File: src/rtl/gin_pkg.sv
// Shared definitions for the GIN initiator: state encoding and size helpers.
package gin_pkg;

    localparam int unsigned BITWIDTH_DEF        = 16;
    localparam int unsigned TAG_LENGTH_DEF      = 4;
    localparam int unsigned X_BUS_SIZE_DEF      = 4;
    localparam int unsigned Y_BUS_SIZE_DEF      = 4;
    localparam int unsigned INPUT_PACKET_LENGTH = 2 * TAG_LENGTH_DEF + BITWIDTH_DEF;

    typedef enum logic [1:0] {
        ST_UNPROG  = 2'd0,
        ST_PROGRAM = 2'd1,
        ST_RUN     = 2'd2
    } state_e;

    // One tag per X-bus on the Y-bus, then one tag per PE.
    function automatic int unsigned scan_len(input int unsigned y_bus, input int unsigned x_bus);
        return y_bus + y_bus * x_bus;
    endfunction

    function automatic int unsigned packet_len(input int unsigned tag_len, input int unsigned bitwidth);
        return 2 * tag_len + bitwidth;
    endfunction

endpackage

File: src/rtl/gin_sender_fifo.sv
// Packet FIFO with a registered head word and registered full/empty flags.
module gin_sender_fifo #(
    parameter int unsigned DEPTH = 4,
    parameter int unsigned WIDTH = 24
) (
    input  logic             clk_i,
    input  logic             rstb_i,
    input  logic             push_i,
    input  logic [WIDTH-1:0] wdata_i,
    input  logic             pop_i,
    output logic [WIDTH-1:0] head_o,
    output logic             full_o,
    output logic             empty_o,
    output logic             full_next_o
);

    localparam int unsigned PW = $clog2(DEPTH);
    localparam int unsigned CW = PW + 1;

    logic [WIDTH-1:0] mem_q [DEPTH];
    logic [PW-1:0]    wr_q, wr_d, rd_q, rd_d;
    logic [CW-1:0]    count_q, count_d;
    logic [WIDTH-1:0] head_q, head_d;
    logic             full_q, empty_q;
    logic             do_push, do_pop;

    // The head register tracks whichever entry will sit at the read pointer next cycle.
    always_comb begin
        do_push = push_i && !full_q;
        do_pop  = pop_i && !empty_q;
        wr_d    = wr_q + PW'(do_push);
        rd_d    = rd_q + PW'(do_pop);
        count_d = count_q + CW'(do_push) - CW'(do_pop);
        head_d  = head_q;
        if (count_d != '0) begin
            if (do_push && (wr_q == rd_d)) begin
                head_d = wdata_i;
            end else begin
                head_d = mem_q[rd_d];
            end
        end
    end

    always_ff @(posedge clk_i) begin
        if (do_push) begin
            mem_q[wr_q] <= wdata_i;
        end
    end

    always_ff @(posedge clk_i) begin
        if (!rstb_i) begin
            wr_q    <= '0;
            rd_q    <= '0;
            count_q <= '0;
            head_q  <= '0;
            full_q  <= 1'b0;
            empty_q <= 1'b1;
        end else begin
            wr_q    <= wr_d;
            rd_q    <= rd_d;
            count_q <= count_d;
            head_q  <= head_d;
            full_q  <= (count_d == CW'(DEPTH));
            empty_q <= (count_d == '0);
        end
    end

    assign head_o      = head_q;
    assign full_o      = full_q;
    assign empty_o     = empty_q;
    assign full_next_o = (count_d == CW'(DEPTH));

endmodule

File: src/rtl/gin_sender.sv
// GIN initiator: loads the scan chain with tag IDs, then streams tagged packets through a FIFO.
module gin_sender
    import gin_pkg::*;
#(
    parameter int unsigned BITWIDTH   = 16,
    parameter int unsigned TAG_LENGTH = 4,
    parameter int unsigned X_BUS_SIZE = 4,
    parameter int unsigned Y_BUS_SIZE = 4,
    parameter int unsigned FIFO_DEPTH = 4
) (
    input  logic                             clk_i,
    input  logic                             rstb_i,
    input  logic                             start_program_i,
    input  logic                             cfg_valid_i,
    output logic                             cfg_ready_o,
    input  logic [TAG_LENGTH-1:0]            cfg_tag_i,
    input  logic                             in_valid_i,
    output logic                             in_ready_o,
    input  logic [TAG_LENGTH-1:0]            in_row_tag_i,
    input  logic [TAG_LENGTH-1:0]            in_col_tag_i,
    input  logic [BITWIDTH-1:0]              in_data_i,
    output logic                             program_o,
    output logic [TAG_LENGTH-1:0]            scan_tag_out_o,
    output logic                             gin_enable_o,
    input  logic                             gin_ready_i,
    output logic [2*TAG_LENGTH+BITWIDTH-1:0] data_packet_o,
    output logic                             programmed_o
);

    localparam int unsigned PKT_W    = packet_len(TAG_LENGTH, BITWIDTH);
    localparam int unsigned SCAN_LEN = scan_len(Y_BUS_SIZE, X_BUS_SIZE);
    localparam int unsigned CNT_W    = $clog2(SCAN_LEN + 1);

    state_e                state_q;
    logic [CNT_W-1:0]      cnt_q;
    logic                  pending_q, pending_d;
    logic                  program_q, cfg_ready_q, in_ready_q, programmed_q;
    logic [TAG_LENGTH-1:0] scan_tag_q;
    logic                  fifo_full, fifo_empty, fifo_full_next;
    logic                  push, pop, cfg_accept;
    logic [PKT_W-1:0]      head;

    assign cfg_accept = cfg_valid_i && cfg_ready_q;
    assign push       = in_valid_i && in_ready_q && !fifo_full;
    assign pop        = !fifo_empty && gin_ready_i;
    assign pending_d  = pending_q || start_program_i;

    gin_sender_fifo #(
        .DEPTH (FIFO_DEPTH),
        .WIDTH (PKT_W)
    ) u_fifo (
        .clk_i       (clk_i),
        .rstb_i      (rstb_i),
        .push_i      (push),
        .wdata_i     ({in_row_tag_i, in_col_tag_i, in_data_i}),
        .pop_i       (pop),
        .head_o      (head),
        .full_o      (fifo_full),
        .empty_o     (fifo_empty),
        .full_next_o (fifo_full_next)
    );

    // Phase sequencing with registered handshake and scan outputs.
    always_ff @(posedge clk_i) begin
        if (!rstb_i) begin
            state_q      <= ST_UNPROG;
            cnt_q        <= '0;
            pending_q    <= 1'b0;
            program_q    <= 1'b0;
            scan_tag_q   <= '0;
            cfg_ready_q  <= 1'b0;
            in_ready_q   <= 1'b0;
            programmed_q <= 1'b0;
        end else begin
            program_q <= 1'b0;
            unique case (state_q)
                ST_UNPROG: begin
                    if (start_program_i) begin
                        state_q      <= ST_PROGRAM;
                        cnt_q        <= '0;
                        programmed_q <= 1'b0;
                        cfg_ready_q  <= 1'b1;
                    end
                end
                ST_PROGRAM: begin
                    if (cfg_accept) begin
                        program_q  <= 1'b1;
                        scan_tag_q <= cfg_tag_i;
                        cnt_q      <= cnt_q + CNT_W'(1);
                        if (cnt_q == CNT_W'(SCAN_LEN - 1)) begin
                            state_q      <= ST_RUN;
                            programmed_q <= 1'b1;
                            cfg_ready_q  <= 1'b0;
                            in_ready_q   <= !fifo_full_next;
                        end
                    end
                end
                ST_RUN: begin
                    // Pending reprogram waits until the GIN has taken every queued packet.
                    if (pending_q && fifo_empty) begin
                        state_q      <= ST_PROGRAM;
                        pending_q    <= 1'b0;
                        cnt_q        <= '0;
                        programmed_q <= 1'b0;
                        cfg_ready_q  <= 1'b1;
                        in_ready_q   <= 1'b0;
                    end else begin
                        pending_q  <= pending_d;
                        in_ready_q <= !pending_d && !fifo_full_next;
                    end
                end
                default: begin
                    state_q     <= ST_UNPROG;
                    cfg_ready_q <= 1'b0;
                    in_ready_q  <= 1'b0;
                end
            endcase
        end
    end

    assign program_o      = program_q;
    assign scan_tag_out_o = scan_tag_q;
    assign cfg_ready_o    = cfg_ready_q;
    assign in_ready_o     = in_ready_q;
    assign programmed_o   = programmed_q;
    assign gin_enable_o   = !fifo_empty;
    assign data_packet_o  = head;

endmodule

File: config.mk
export PLATFORM = sky130hd
export DESIGN_NAME = gin_sender
export DESIGN_NICKNAME = d
export VERILOG_FILES = /design/src/rtl/gin_pkg.sv /design/src/rtl/gin_sender_fifo.sv /design/src/rtl/gin_sender.sv
export SDC_FILE = /design/constraint.sdc
export NUM_CORES = 1
export LEC_CHECK = 0
export CORE_ASPECT_RATIO = 1.75
export CORE_MARGIN = 4
export CORE_UTILIZATION = 40
export CTS_BUF_LIST = sky130_fd_sc_hd__clkbuf_16
export CTS_CLUSTER_SIZE = 24
export DETAILED_ROUTE_END_ITERATION = 7
export HOLD_SLACK_MARGIN = 0.02
export PLACE_DENSITY = 0.56
export SLEW_MARGIN = 25
export SYNTH_ARGS = -nofsm -noshare
export SYNTH_HDL_FRONTEND = slang
export SYNTH_SLANG_ARGS = --single-unit
File: constraint.sdc
create_clock -name clk_i -period 6.4 [get_ports clk_i]
set_clock_uncertainty 0.2 [all_clocks]
set_input_delay 1.28 -clock clk_i [delete_from_list [all_inputs] [get_ports clk_i]]
set_output_delay 1.28 -clock clk_i [all_outputs]
set_load 0.02 [all_outputs]
==> results of run 1 <==
==> cell usage after synthesis, types with 2 or more instances <==
cell type                   instances  area, um^2
sky130_fd_sc_hd__o21ai_0            3       15.01
sky130_fd_sc_hd__inv_1             10       37.54
sky130_fd_sc_hd__a2111oi_0          2       17.52
sky130_fd_sc_hd__mux2i_1           28       280.3
sky130_fd_sc_hd__and2_1             6       37.54
sky130_fd_sc_hd__nor3b_1            2       15.01
sky130_fd_sc_hd__dfxtp_1           49       980.9
sky130_fd_sc_hd__xnor2_1            4       35.03
sky130_fd_sc_hd__buf_2              7       35.03
sky130_fd_sc_hd__or4_1              2       15.01
sky130_fd_sc_hd__nor2_1            13       48.80
sky130_fd_sc_hd__and3_1             2       12.51
sky130_fd_sc_hd__or3_1              2       12.51
sky130_fd_sc_hd__clkbuf_1           6       22.52
sky130_fd_sc_hd__nand3_1            4       20.02
sky130_fd_sc_hd__a21oi_1            7       35.03
sky130_fd_sc_hd__xor2_1             2       17.52
sky130_fd_sc_hd__mux4_2            24       540.5
sky130_fd_sc_hd__ha_1               9       112.6
sky130_fd_sc_hd__o2bb2ai_1         24       210.2
sky130_fd_sc_hd__nand2_1            4       15.01
sky130_fd_sc_hd__nor3_1             3       15.01
sky130_fd_sc_hd__edfxtp_1          96        2883
==> per-stage QoR <==
| step | setup WS [ns] | instance area, um^2 | total power, mW |
|---|---|---|---|
| global route | 2.083 | 7179 | 3.162 |
| floorplan | 2.524 | 5635 | 1.697 |
| finish | 2.352 | 7179 | 3.000 |
| detailed placement | 1.810 | 6560 | 2.006 |
| global placement | 1.711 | 6545 | 1.984 |
| CTS | 2.256 | 7178 | 3.043 |
==> worst max-delay path: cells and delay by family <==
family / cells / cell delay [ns]
and+or+nand+nor: 2 / 0.93
muxes: 1 / 0.47
buffers and inverters: 2 / 0.83
xor gates and xnor gates: 1 / 0.20
AOI/OAI and AO/OA: 1 / 0.09
adders and majority gates: 1 / 0.31
==> state kept, by name, summed over array words and instances, names as in the netlist <==
name and count:
u_fifo.wr_q 2, u_fifo.rd_q 2, pending_q 1, program_o 1
scan_tag_out_o 4, u_fifo.full_o 1, u_fifo.mem_q 96, cfg_ready_o 1
u_fifo.count_q 3, in_ready_o 1, u_fifo.empty_o 1, u_fifo.head_o 24
state_q 2, programmed_o 1, cnt_q 5
==> power breakdown <==
| part | total, mW | internal, mW | switching [mW] |
|---|---|---|---|
| logic | 0.824 | 0.388 | 0.436 |
| registers | 1.15 | 1.09 | 0.0597 |
| clock network | 1.03 | 0.649 | 0.378 |
==> routing by layer <==
layer  routed length [um]  part of all wire, %  vias to the layer above  global-route usage (%)
li1                     -                    -                     1455                       -
met4                  204                  1.8                        0                   6.427
met5                    0                    0                        -                       0
met3                  361                  3.1                       19                   3.128
met2                 6138                   53                       66                   26.33
met1                 4894                   42                     1586                   18.47
==> cell families after synthesis <==
group	Yosys count	share of synthesized area, %
xor+xnor	7	1.332
mux	52	14.56
buf+inv	25	1.976
simple gates	45	4.574
flops	145	68.56
fa+ha+maj	10	2.354
compound gates	46	6.639
==> path summary, 6_finish.rpt <==
kind                       endpoint  slack (ns)  cells after the start
setup / recovery  u_fifo.head_o[23]        2.35                      8
hold reg to reg    u_fifo.head_o[4]        0.26                      1
setup reg to reg  u_fifo.head_o[23]        3.11                      7
hold / removal     u_fifo.head_o[4]        0.26                      1
==> area by class of cell <==
type / instances / area, um^2
clock inverter: 15 / 192.7
timing repair buffer: 73 / 720.7
clock buffer: 17 / 425.4
fill: 1189 / 6656
tap: 177 / 221.5
multi-input combinational: 160 / 1718
sequential: 145 / 3864
inverter: 10 / 37.54
==> metrics.txt, run 1 <==
# TYPE chip_impl_metric gauge
chip_impl_metric{name="timing.final.max_slew_violations",unit=""} 0
chip_impl_metric{name="post-dp-hpwl",unit="um"} 7241
chip_impl_metric{name="hold_violations",unit=""} 0
chip_impl_info{name="setup.worst_path.class",value="input pin to flip-flop"} 1
chip_impl_metric{name="io_pins",unit=""} 67
chip_impl_metric{name="die-width",unit="um"} 97.73
chip_impl_metric{name="io_buffer_count",unit=""} 66
chip_impl_info{name="layout_common_cells",value="sky130_fd_sc_hd__edfxtp_1 (96), sky130_fd_sc_hd__clkdlybuf4s50_1 (66), sky130_fd_sc_hd__dfxtp_1 (49), sky130_fd_sc_hd__mux2i_1 (28)"} 1
chip_impl_metric{name="clk_latency",unit="ns"} 0.41
chip_impl_metric{name="totalWireLength",unit="um"} 11600
chip_impl_metric{name="peakVddDrop",unit="mV"} 0.2063
chip_impl_metric{name="cp_data_required_time",unit="ns"} 6.48
chip_impl_metric{name="postSynth.asyncResetShare",unit="%"} 0
chip_impl_metric{name="final.setup.tns",unit="ns"} 0
chip_impl_metric{name="placed_cells",unit=""} 565
chip_impl_metric{name="initial_antenna_violation_count",unit=""} 0
chip_impl_metric{name="power.density",unit="nW/um^2"} 417.9
chip_impl_metric{name="initial_core_util",unit="%"} 40.73
chip_impl_metric{name="cp_max_fo",unit=""} 26
chip_impl_metric{name="ctsResizeCount",unit=""} 0
chip_impl_metric{name="global_route.overflow_total",unit=""} 0
chip_impl_metric{name="syn-cell-area",unit="um^2"} 5635
chip_impl_metric{name="final_min_period_over_clock_period",unit="%"} 63.25
chip_impl_metric{name="die_area",unit="um^2"} 16130
chip_impl_metric{name="netlist_instances",unit=""} 330
chip_impl_metric{name="inserted_clock_buffers",unit=""} 17
chip_impl_metric{name="routed_length_per_instance",unit="um"} 19.43
chip_impl_metric{name="cpPeakStageDelay",unit="ns"} 0.73
chip_impl_metric{name="cap_violations",unit=""} 0
chip_impl_metric{name="cts.reportedPaths.clkPinSlew",unit="ns"} 0.06
chip_impl_info{name="worstSetupStartpoint",value="gin_ready_i"} 1
chip_impl_metric{name="end_of_flow_core_utilization",unit="%"} 51.89
chip_impl_info{name="reg2reg_from",value="u_fifo.empty_o"} 1
chip_impl_metric{name="initialDrtViolationCount",unit=""} 164
chip_impl_metric{name="postSynthAreaPerCell",unit="um^2"} 17.08
chip_impl_metric{name="slew_headroom",unit="%"} 34.17
chip_impl_info{name="status",value="completed"} 1
chip_impl_metric{name="ant_nets",unit=""} 0
chip_impl_metric{name="ctsHtreeMaxLevel",unit=""} 4
chip_impl_metric{name="max_clock_freq",unit="GHz"} 0.2470
chip_impl_metric{name="cts.sinks",unit=""} 145
chip_impl_metric{name="finalNonFillerCells",unit=""} 597
chip_impl_info{name="grt_setup_unrepaired",value="no"} 1
chip_impl_info{name="category_of_the_worst_setup_path_capture_point",value="flip-flop"} 1
chip_impl_metric{name="route.detailed.vias_per_inst",unit=""} 5.236
chip_impl_metric{name="synth_fp_nets",unit=""} 374
chip_impl_metric{name="grt_pass1_wl",unit="um"} 18540
chip_impl_metric{name="synthDistinctLibCells",unit=""} 44
chip_impl_metric{name="cts_hold_repair.buffers",unit=""} 0
chip_impl_metric{name="hold_slack",unit="ns"} 0.2629
chip_impl_info{name="min_path_type",value="flip-flop to flip-flop"} 1
chip_impl_metric{name="tightestPinTransition",unit="ns"} 0.9858
chip_impl_metric{name="fp.dieH",unit="um"} 165.0
chip_impl_metric{name="drc",unit=""} 0
chip_impl_metric{name="number_of_endpoints_failing_setup_at_the_final_stage",unit=""} 0
chip_impl_metric{name="drt_pass1_iterations",unit=""} 5
chip_impl_metric{name="cp.arrival",unit="ns"} 4.13
chip_impl_metric{name="grt_util_all_layers",unit="%"} 15.21
chip_impl_metric{name="layout.nets",unit=""} 451
chip_impl_metric{name="area_delta_synth_final",unit="%"} 27.40
chip_impl_metric{name="diodes",unit=""} 0
chip_impl_metric{name="dr_total_vias",unit=""} 3126
chip_impl_info{name="cts_tree",value="built"} 1
chip_impl_metric{name="gp_congestion",unit=""} 0.7281
chip_impl_metric{name="share_of_the_yosys_chip_area_belonging_to_registers",unit="%"} 68.56
chip_impl_metric{name="clock_tree.buffer_depth",unit=""} 2
chip_impl_info{name="mostFrequentLayoutCell",value="sky130_fd_sc_hd__edfxtp_1"} 1
chip_impl_metric{name="yosys_warnings",unit=""} 0
chip_impl_info{name="crit_chain",value="clkdlybuf4s50_1 > and2b_2 > ha_2 > buf_4 > xnor2_1 > nand3_2 > mux2i_1 > o2bb2ai_1"} 1
chip_impl_metric{name="number_of_global_route_vias_before_repair",unit=""} 3308
chip_impl_metric{name="period_needed",unit="ns"} 4.048
chip_impl_info{name="worst_path_max_delay_cell",value="sky130_fd_sc_hd__nand3_2"} 1
chip_impl_metric{name="core-area",unit="um^2"} 13840
chip_impl_info{name="clk_root_buffer_cell",value="sky130_fd_sc_hd__clkbuf_16"} 1
chip_impl_info{name="worst_setup_path_start_kind",value="input pin"} 1
chip_impl_metric{name="drive_gt1_share",unit="%"} 17.38
chip_impl_metric{name="row_count",unit=""} 57
chip_impl_metric{name="leakage",unit="nW"} 2.587
chip_impl_metric{name="yosys_register_bits",unit=""} 145
chip_impl_metric{name="cts_setup_buffers",unit=""} 0
chip_impl_metric{name="grt_max_degree",unit=""} 27
chip_impl_info{name="ys.flop_type",value="sky130_fd_sc_hd__edfxtp_1"} 1
chip_impl_info{name="min-delay-start",value="u_fifo.head_o[4]"} 1
chip_impl_metric{name="synth_edf_count",unit=""} 96
(Power assumes the default switching activity.)
==> run 2: changes to the inputs <==
--- a/config.mk
+++ b/config.mk
@@ -12,7 +12,7 @@
 export CTS_CLUSTER_SIZE = 24
 export DETAILED_ROUTE_END_ITERATION = 7
 export HOLD_SLACK_MARGIN = 0.02
-export PLACE_DENSITY = 0.56
+export PLACE_DENSITY = 0.59
 export SLEW_MARGIN = 25
 export SYNTH_ARGS = -nofsm -noshare
 export SYNTH_HDL_FRONTEND = slang
==> constraint.sdc (replaced) <==
create_clock -name clk_i -period 3.3 [get_ports clk_i]
set_clock_uncertainty 0.2 [all_clocks]
set_input_delay 0.66 -clock clk_i [delete_from_list [all_inputs] [get_ports clk_i]]
set_output_delay 0.66 -clock clk_i [all_outputs]
set_load 0.02 [all_outputs]
==> run 2 against run 1 <==
Effect of this change: design area rose by 2.0%; routed wire length rose by 1.2%; sequential power is 95% higher; setup slack worse by 2.2 ns; utilization is 1.1 points higher; sequential cell count is the same; critical path depth rose by 2; first-iteration DRC count decreased by 18%; global-route usage increased by 0.35 points; combinational power up 100%; cell count grew 2.3%; worst hold slack gained 0.0062 ns; critical endpoint is now in_ready_o; largest cell class unchanged; largest power group unchanged; highest routed layer unchanged.
==> metrics.txt, run 2 (synthesis results as in run 1) <==
# TYPE chip_impl_metric gauge
chip_impl_info{name="min-delay-start",value="u_fifo.head_o[21]"} 1
chip_impl_info{name="min_path_type",value="flip-flop to flip-flop"} 1
chip_impl_metric{name="grt_max_degree",unit=""} 25
chip_impl_metric{name="cp_max_fo",unit=""} 5
chip_impl_metric{name="drc",unit=""} 0
chip_impl_metric{name="end_of_flow_core_utilization",unit="%"} 52.95
chip_impl_metric{name="largest_register_ffs",unit=""} 96
chip_impl_metric{name="period_needed",unit="ns"} 3.165
chip_impl_metric{name="initial_antenna_violation_count",unit=""} 0
chip_impl_info{name="category_of_the_worst_setup_path_capture_point",value="flip-flop"} 1
chip_impl_metric{name="totalWireLength",unit="um"} 11730
chip_impl_metric{name="hold_violations",unit=""} 0
chip_impl_metric{name="final.fill_count",unit=""} 1153
chip_impl_metric{name="leakage",unit="nW"} 2.672
chip_impl_metric{name="ctsHtreeMaxLevel",unit=""} 4
chip_impl_info{name="reg2reg_from",value="u_fifo.empty_o"} 1
chip_impl_metric{name="inserted_clock_buffers",unit=""} 17
chip_impl_metric{name="initial_core_util",unit="%"} 40.73
chip_impl_metric{name="die_area",unit="um^2"} 16130
chip_impl_info{name="layout_common_cells",value="sky130_fd_sc_hd__edfxtp_1 (96), sky130_fd_sc_hd__clkdlybuf4s50_1 (66), sky130_fd_sc_hd__dfxtp_1 (49), sky130_fd_sc_hd__mux2i_1 (28)"} 1
chip_impl_metric{name="grt_util_all_layers",unit="%"} 15.56
chip_impl_metric{name="cap_violations",unit=""} 0
chip_impl_info{name="status",value="completed"} 1
chip_impl_metric{name="final.setup.tns",unit="ns"} 0
chip_impl_info{name="worst_setup_path_start_kind",value="input pin"} 1
chip_impl_metric{name="die-width",unit="um"} 97.73
chip_impl_metric{name="placed_cells",unit=""} 579
chip_impl_metric{name="fp.dieH",unit="um"} 165.0
chip_impl_info{name="worst_r2r_endpoint",value="in_ready_o"} 1
chip_impl_metric{name="drive_gt1_share",unit="%"} 20.28
chip_impl_metric{name="diodes",unit=""} 0
chip_impl_info{name="mostFrequentLayoutCell",value="sky130_fd_sc_hd__edfxtp_1"} 1
chip_impl_metric{name="cts.sinks",unit=""} 145
chip_impl_info{name="grt_setup_unrepaired",value="no"} 1
chip_impl_metric{name="number_of_global_route_vias_before_repair",unit=""} 3553
chip_impl_metric{name="cp.arrival",unit="ns"} 3.26
chip_impl_metric{name="cts.reportedPaths.clkPinSlew",unit="ns"} 0.06
chip_impl_info{name="hold_path_end",value="u_fifo.head_o[21]"} 1
chip_impl_info{name="setup.worst_path.class",value="input pin to flip-flop"} 1
chip_impl_metric{name="hold_slack",unit="ns"} 0.2691
chip_impl_metric{name="io_pins",unit=""} 67
chip_impl_metric{name="finalNonFillerCells",unit=""} 611
chip_impl_metric{name="area_delta_synth_final",unit="%"} 30.00
chip_impl_metric{name="row_count",unit=""} 57
chip_impl_metric{name="cp_data_required_time",unit="ns"} 3.40
chip_impl_metric{name="global_route.overflow_total",unit=""} 0
chip_impl_metric{name="hold_depth",unit=""} 1
chip_impl_metric{name="grt_pass1_wl",unit="um"} 19020
chip_impl_metric{name="seq_area",unit="um^2"} 3864
chip_impl_metric{name="timing.final.max_slew_violations",unit=""} 0
chip_impl_metric{name="final_min_period_over_clock_period",unit="%"} 95.90
chip_impl_metric{name="clock_tree.buffer_depth",unit=""} 2
chip_impl_metric{name="peakVddDrop",unit="mV"} 0.4154
chip_impl_metric{name="gp_congestion",unit=""} 0.7270
chip_impl_metric{name="slew_headroom",unit="%"} 42.32
chip_impl_info{name="most_flop_heavy_register",value="u_fifo.mem_q"} 1
chip_impl_metric{name="number_of_endpoints_failing_setup_at_the_final_stage",unit=""} 0
chip_impl_metric{name="reg2reg_setup_slack",unit="ns"} 0.27
chip_impl_metric{name="dr_total_vias",unit=""} 3162
chip_impl_metric{name="ant_nets",unit=""} 0
chip_impl_metric{name="core-area",unit="um^2"} 13840
chip_impl_metric{name="io_buffer_count",unit=""} 66
chip_impl_metric{name="route.detailed.vias_per_inst",unit=""} 5.175
chip_impl_metric{name="combined_area_of_the_multi_input_logic_cells",unit="um^2"} 1717
chip_impl_metric{name="layout.nets",unit=""} 465
chip_impl_metric{name="finalInstanceArea",unit="um^2"} 7326
chip_impl_metric{name="dpl_cell_area",unit="um^2"} 6708
chip_impl_metric{name="rr_worst_depth",unit=""} 9
chip_impl_metric{name="clk_latency",unit="ns"} 0.40
chip_impl_metric{name="initialDrtViolationCount",unit=""} 135
chip_impl_metric{name="drt_pass1_iterations",unit=""} 4
chip_impl_metric{name="routed_length_per_instance",unit="um"} 19.20
chip_impl_info{name="cts_tree",value="built"} 1
chip_impl_metric{name="cts_hold_repair.buffers",unit=""} 0
chip_impl_metric{name="post-dp-hpwl",unit="um"} 7788
chip_impl_metric{name="power.density",unit="nW/um^2"} 802.5
chip_impl_metric{name="ctsResizeCount",unit=""} 0
chip_impl_metric{name="cts_setup_buffers",unit=""} 0
chip_impl_info{name="clk_root_buffer_cell",value="sky130_fd_sc_hd__clkbuf_16"} 1
chip_impl_metric{name="tightestPinTransition",unit="ns"} 0.8540
chip_impl_metric{name="max_clock_freq",unit="GHz"} 0.3160
run 2: cell count changes in the layout (fill, tap and decap cells not counted), sizes merged:
cell / change
buf: +14
clkinv: -1
clkinvlp: +1
run 2: worst max-delay path by stage:
stage / startpoint / to / slack, ns / cells after the start
2_1_floorplan: in_valid_i / u_fifo.mem_q[2][0] / 0.04 / 2
3_3_place_gp: gin_ready_i / in_ready_o / -0.27 / 10
3_5_place_dp: gin_ready_i / in_ready_o / -0.28 / 10
4_1_cts: gin_ready_i / in_ready_o / 0.14 / 10
5_1_grt: gin_ready_i / u_fifo.head_o[3] / 0.02 / 11
6_report: gin_ready_i / in_ready_o / 0.14 / 10
run 2: report_power, final:
group / internal [mW] / leakage, nW / switching [mW] / total [mW]
Sequential: 2.11 / 1.26 / 0.126 / 2.24
Combinational: 0.826 / 1.11 / 0.846 / 1.67
Clock: 1.26 / 0.300 / 0.709 / 1.97
Total: 4.20 / 2.67 / 1.68 / 5.88
run 2: cell type report:
class	instances	share of cell area (%)
sequential	145	52.74
timing repair buffer	87	11.85
clock buffer	17	5.807
tap	177	3.023
inverter	10	0.5124
multi-input combinational	160	23.43
clock inverter	15	2.630
run 2: worst max-delay path: stages:
cell,delay [ns]
sky130_fd_sc_hd__clkdlybuf4s50_1,0.39
sky130_fd_sc_hd__and2b_2,0.20
sky130_fd_sc_hd__ha_1,0.26
sky130_fd_sc_hd__inv_1,0.04
sky130_fd_sc_hd__ha_1,0.19
sky130_fd_sc_hd__fa_1,0.38
sky130_fd_sc_hd__xor2_1,0.16
sky130_fd_sc_hd__xnor2_1,0.51
sky130_fd_sc_hd__a2111oi_0,0.22
sky130_fd_sc_hd__a31o_2,0.25
run 2: metal layers:
layer | global-route usage (%) | vias up | wire length, um
met5 | 0 | - | 0
met4 | 5.608 | 0 | 178
met3 | 4.184 | 16 | 481
met2 | 29.20 | 84 | 6593
met1 | 16.66 | 1582 | 4480
li1 | - | 1480 | -
run 2: through the flow:
stage,total power [mW],setup WS [ns]
floorplan,3.292,0.04368
global placement,3.932,-0.2655
detailed placement,3.964,-0.2807
CTS,5.957,0.1380
global route,6.201,0.02317
finish,5.879,0.1352
==> run 3: changes to the inputs <==
--- a/config.mk
+++ b/config.mk
@@ -13,6 +13,7 @@
 export DETAILED_ROUTE_END_ITERATION = 7
 export HOLD_SLACK_MARGIN = 0.02
 export PLACE_DENSITY = 0.59
+export SKIP_LAST_GASP = 1
 export SLEW_MARGIN = 25
 export SYNTH_ARGS = -nofsm -noshare
 export SYNTH_HDL_FRONTEND = slang
==> results of run 3 <==
Same layout as run 2: the final DEF is identical, and so are final timing and power.
